$ cat config.mk
export PLATFORM = sky130hd
export DESIGN_NAME = regfile_wb_arbiter
export DESIGN_NICKNAME = d
export VERILOG_FILES = /design/src/rtl/rv32_pkg.sv /design/src/rtl/rr_arbiter2.sv /design/src/rtl/regfile_wb_arbiter.sv
export SDC_FILE = /design/constraint.sdc
export NUM_CORES = 1
export LEC_CHECK = 0
export BUFFER_PORTS_ARGS = -buffer_cell sky130_fd_sc_hd__buf_2
export CAP_MARGIN = 0
export CORE_MARGIN = 4
export CORE_UTILIZATION = 40
export DETAILED_ROUTE_END_ITERATION = 7
export PLACE_DENSITY = 0.73
export SETUP_SLACK_MARGIN = 0.02
export SYNTH_ARGS = -nofsm -noshare
export SYNTH_HDL_FRONTEND = slang
export SYNTH_SLANG_ARGS = --single-unit
$ cat constraint.sdc
create_clock -name clk -period 2.4 [get_ports clk]
set_clock_uncertainty 0.05 [all_clocks]
set_input_delay 0.48 -clock clk [delete_from_list [all_inputs] [get_ports clk]]
set_output_delay 0.48 -clock clk [all_outputs]
set_load 0.005 [all_outputs]
$ cat src/rtl/rv32_pkg.sv
`default_nettype none
// ============================================================================
// Module      : rv32_pkg
// Description : Shared widths and the writeback request record for the
//               register-file writeback path.
// Revision    : 1.0 - initial release
// ============================================================================
package rv32_pkg;

    localparam int XLEN       = 32;
    localparam int REG_ADDR_W = 5;
    localparam int NUM_REGS   = 32;

    typedef struct packed {
        logic                  valid;
        logic [REG_ADDR_W-1:0] rd;
        logic [XLEN-1:0]       data;
    } wb_req_t;

    // Which requester wins the next conflict.
    typedef enum logic [0:0] {
        PRIO_ALU = 1'b0,
        PRIO_LSU = 1'b1
    } prio_e;

endpackage : rv32_pkg
`default_nettype wire

$ cat src/rtl/rr_arbiter2.sv
`default_nettype none
// ============================================================================
// Module      : rr_arbiter2
// Description : Two-way round-robin arbiter; req[0]=ALU, req[1]=LSU.
// Revision    : 1.0 - initial release
// ============================================================================
module rr_arbiter2
    import rv32_pkg::*;
(
    input  logic       clk,
    input  logic       reset_n,
    input  logic [1:0] req,
    output logic [1:0] gnt
);

    prio_e r_prio;
    prio_e w_prio_next;

    always_ff @(posedge clk or negedge reset_n) begin
        if (!reset_n) begin
            r_prio <= PRIO_ALU;
        end else begin
            r_prio <= w_prio_next;
        end
    end

    // Every grant is a transfer, so the pointer moves only when one happens.
    always_comb begin
        w_prio_next = r_prio;
        if (gnt[0]) begin
            w_prio_next = PRIO_LSU;
        end else if (gnt[1]) begin
            w_prio_next = PRIO_ALU;
        end
    end

    always_comb begin
        gnt = 2'b00;
        if (reset_n) begin
            case (req)
                2'b01:   gnt = 2'b01;
                2'b10:   gnt = 2'b10;
                2'b11:   gnt = (r_prio == PRIO_ALU) ? 2'b01 : 2'b10;
                default: gnt = 2'b00;
            endcase
        end
    end

endmodule : rr_arbiter2
`default_nettype wire

$ cat src/rtl/regfile_wb_arbiter.sv
`default_nettype none
// ============================================================================
// Module      : regfile_wb_arbiter
// Description : Arbitrates ALU/LSU writebacks onto one register-file write
//               port and keeps a pending-write scoreboard. Defining
//               REGFILE_WB_BYPASS_EN adds write-port bypass outputs.
// Revision    : 1.0 - initial release
// ============================================================================
module regfile_wb_arbiter
    import rv32_pkg::*;
#(
    parameter int XLEN = rv32_pkg::XLEN
) (
    input  logic                  clk,
    input  logic                  reset_n,
    input  logic                  issue_valid,
    input  logic [REG_ADDR_W-1:0] issue_rd,
    input  logic                  alu_valid,
    output logic                  alu_ready,
    input  logic [REG_ADDR_W-1:0] alu_rd,
    input  logic [XLEN-1:0]       alu_data,
    input  logic                  lsu_valid,
    output logic                  lsu_ready,
    input  logic [REG_ADDR_W-1:0] lsu_rd,
    input  logic [XLEN-1:0]       lsu_data,
    output logic                  rf_we,
    output logic [REG_ADDR_W-1:0] rf_addr_w,
    output logic [XLEN-1:0]       rf_data_w,
    input  logic [REG_ADDR_W-1:0] rs1_addr,
    input  logic [REG_ADDR_W-1:0] rs2_addr,
    output logic                  rs1_busy,
    output logic                  rs2_busy,
    output logic [NUM_REGS-1:0]   busy
`ifdef REGFILE_WB_BYPASS_EN
    ,
    output logic                  byp_rs1_hit,
    output logic [XLEN-1:0]       byp_rs1_data,
    output logic                  byp_rs2_hit,
    output logic [XLEN-1:0]       byp_rs2_data
`endif
);

    logic [1:0]            w_gnt;
    wb_req_t               w_sel;
    logic                  r_we;
    logic [REG_ADDR_W-1:0] r_addr;
    logic [XLEN-1:0]       r_data;
    logic [NUM_REGS-1:0]   r_busy;
    logic [NUM_REGS-1:0]   w_set;
    logic [NUM_REGS-1:0]   w_clr;
    logic                  w_rs1_pend;
    logic                  w_rs2_pend;

    rr_arbiter2 u_arb (
        .clk     (clk),
        .reset_n (reset_n),
        .req     ({lsu_valid, alu_valid}),
        .gnt     (w_gnt)
    );

    assign alu_ready = w_gnt[0];
    assign lsu_ready = w_gnt[1];

    always_comb begin
        w_sel = '0;
        if (w_gnt[0]) begin
            w_sel.valid = 1'b1;
            w_sel.rd    = alu_rd;
            w_sel.data  = alu_data;
        end else if (w_gnt[1]) begin
            w_sel.valid = 1'b1;
            w_sel.rd    = lsu_rd;
            w_sel.data  = lsu_data;
        end
    end

    // x0 writebacks complete the handshake but never reach the port.
    always_ff @(posedge clk or negedge reset_n) begin
        if (!reset_n) begin
            r_we   <= 1'b0;
            r_addr <= '0;
            r_data <= '0;
        end else if (w_sel.valid && (w_sel.rd != '0)) begin
            r_we   <= 1'b1;
            r_addr <= w_sel.rd;
            r_data <= w_sel.data;
        end else begin
            r_we   <= 1'b0;
        end
    end

    assign rf_we     = r_we;
    assign rf_addr_w = r_addr;
    assign rf_data_w = r_data;

    assign w_set = (issue_valid && (issue_rd != '0)) ? (NUM_REGS'(1) << issue_rd) : '0;
    assign w_clr = r_we ? (NUM_REGS'(1) << r_addr) : '0;

    // Set is applied after clear so a same-cycle reissue keeps the bit.
    always_ff @(posedge clk or negedge reset_n) begin
        if (!reset_n) begin
            r_busy <= '0;
        end else begin
            r_busy <= ((r_busy & ~w_clr) | w_set) & ~NUM_REGS'(1);
        end
    end

    assign busy       = r_busy;
    assign w_rs1_pend = r_busy[rs1_addr];
    assign w_rs2_pend = r_busy[rs2_addr];

`ifdef REGFILE_WB_BYPASS_EN
    assign byp_rs1_hit  = r_we && (r_addr == rs1_addr) && (rs1_addr != '0);
    assign byp_rs2_hit  = r_we && (r_addr == rs2_addr) && (rs2_addr != '0);
    assign byp_rs1_data = r_data;
    assign byp_rs2_data = r_data;
    assign rs1_busy     = w_rs1_pend && !byp_rs1_hit;
    assign rs2_busy     = w_rs2_pend && !byp_rs2_hit;
`else
    assign rs1_busy     = w_rs1_pend;
    assign rs2_busy     = w_rs2_pend;
`endif

endmodule : regfile_wb_arbiter
`default_nettype wire

==> impl_metrics.ini <==
[clock_network]
cts_made_buffers = 9
clockRootBuffer = clkbuf_8
clk_pin_slew_ns = 0.08
cts_sinks = 70
cts_tree = yes
worst_skew_pair.late_latency_ns = 0.34
cts_buffer_depth = 2
h-tree-depth = 3

[setup_path]
cp.required_ns = 1.87
crit_end = rs1_busy
r2r_slack_ns = 0.41
reg2reg_to = rf_data_w[17]
end_kind = output pin
critPathLaunchType = flop
arrival_ns = 2.13
path_max_fanout = 3
r2r-start = u_arb.r_prio
critical_path_class = reg -> out
critical_path.startpoint = busy[16]
reg2regPathDepth = 6

[synth]
synth_cell_types = 30
syn_nets = 413
netlist.area_leader.share_pct = 47.4
synth_area_leaders = dfrtp_1 (47%), mux2_2 (11%), mux4_2 (11%)
ys_seq_area_share_pct = 47.4
syn_inst = 319
ys_warn_count = 0
avgSynthCellArea_um2 = 11.6
syn_area_um2 = 3700
ys_ff_latch = 70
yosys.area.top_type = dfrtp_1

[route]
vias_per_cell = 5.75
wl_per_cell_um = 18.9
wl_met3_um = 1110
met2_wirelength_um = 5390
highest_layer = met4
wl_met1_um = 4600
drt_first_pass_iters = 5
wl_um = 11500
drc = 0
initialDrtViolationCount = 185
antenna_left = 0
vias = 3492

[finish]
nets = 589
drive_above_1_share_pct = 52.7
nFillCells = 770
ff_latch_area_um2 = 1750
n_antenna_cell = 0
multiInputGateArea_um2 = 1860
stdcell_area_um2 = 4960
area_delta_synth_final_pct = 34.2
final_common_cell = buf_2
final_cell_mix = buf_2 (161), dfrtp_1 (69), o21ai_0 (60)

[placed_design]
gp_congestion = 0.985
pre_cts_ws_ns = -0.256
hpwl_um = 9050
place_area_um2 = 4710
io_buffer_count = 166

[global_routing]
grt.total_usage_pct = 21.2
grt_overflow = 0
grt_pass1_vias = 3573
grt_pass1_wl_um = 18400
antenna_found_initial = 0
grt_max_degree = 40

[timing]
timing.hold.ws_ns = 0.214
max_freq_ghz = 0.376
hold_viol_final = 0
setup_slack_ns = -0.261
finalSetupViolCount = 2
rsz0062_at_grt = true
tns_ns = -0.510
slew_viol_final = 0
period_share_pct = 111
fin_crit_ns = 2.66

[pwr]
cellLeakagePower_nw = 2.35
peakVddDrop_uv = 347
finalPower_mw = 4.35
powerDensity_nw_per_um2 = 876

[run]
maxCapViolations = 0

[die]
rows = 34
die_x_um = 104
die_h_um = 104
ios = 168
design.die.area_um2 = 10800
fp.coreArea_um2 = 8850
start_util_pct = 41.8

[worst_hold_path]
hold_path_class = in -> async

[run_status]
violations = setup timing
outcome = finished with violations
through the flow:
step | cells | utilization (%)
floorplan | 319 | -
global placement | 587 | 53.2
detailed placement | 587 | 53.2
CTS | 604 | 55.6
global route | 607 | 56.1
finish | 607 | 56.1
cell families (layout without fill, tap and decap cells):
logic type / after synthesis / after routing / share of synthesized area [%]
other: 1 / 1 / 0.101
AO/OA/AOI/OAI: 112 / 112 / 19.9
buffers and inverters: 23 / 203 / 2.64
flip-flops: 70 / 70 / 47.4
AND/OR/NAND/NOR: 59 / 59 / 8.09
multiplexers: 54 / 54 / 21.9
where the power goes:
part	internal (mW)	switching, mW
Sequential	1.51	0.392
Clock	0.500	0.431
Combinational	0.880	0.639
Total	2.89	1.46
how the worst min path moves through the flow:
| stage | end | slack [ns] | startpoint | cells past startpoint |
|---|---|---|---|---|
| after floorplan | busy[10] | 0.13 | reset_n | 0 |
| after global placement | rf_data_w[6] | 0.44 | rf_data_w[6] | 1 |
| after detailed placement | rf_data_w[10] | 0.44 | rf_data_w[10] | 1 |
| after CTS | rf_data_w[29] | 0.21 | reset_n | 2 |
| after global routing | rf_data_w[29] | 0.25 | reset_n | 2 |
| final | rf_data_w[29] | 0.21 | reset_n | 2 |
final cells by class:
class	count	share of cell area, %
clock inverters	4	0.958
repair buffers	183	20.2
well taps	108	2.72
multi-input cells	226	37.5
clock buffers	11	2.85
flip-flops and latches	70	35.3
inverters	5	0.378
timing repair:
| item | CTS | global route |
|---|---|---|
| resized for setup | 2 | 5 |
| buffers inserted | 2 | 3 |
| gates cloned | 0 | 0 |
| setup endpoints to repair | 2 | 2 |
| hold buffers | 0 | 0 |
| hold endpoints to repair | 0 | 0 |
sequential cells by signal, indices dropped and copies added, names as in the netlist:
register,flops
rf_addr_w,5
rf_we,1
u_arb.r_prio,1
rf_data_w,32
busy,31
per-layer routing:
layer | track usage, % | up-vias
li1 | - | 1579
met1 | 25.5 | 1663
met2 | 35.2 | 216
met3 | 6.70 | 34
met4 | 9.02 | 0
met5 | 0 | -
worst max-delay path: stages (launching register included):
cell and delay (ns):
dfrtp_1 0.45, mux4_2 0.47, mux4_2 0.47, mux2_4 0.29, buf_6 0.11
synthesized netlist by cell type:
library cell,instances
or3_1,1
o21bai_1,2
clkbuf_1,11
o2bb2ai_1,1
nand2b_1,7
nand3_2,1
mux4_2,18
o32ai_1,3
a21boi_1,1
dfrtp_1,70
nand3_1,8
or2_2,6
a41o_1,1
a22o_1,32
buf_2,6
nand2_1,24
nor2b_4,1
o21ai_0,60
o31ai_1,8
nand4_1,5
a21oi_1,2
conb_1,1
nor3_1,1
buf_4,1
inv_1,5
nor2_1,4
a21bo_2,1
nor2b_1,1
a31oi_1,1
mux2_2,36
(Power assumes the default switching activity.)
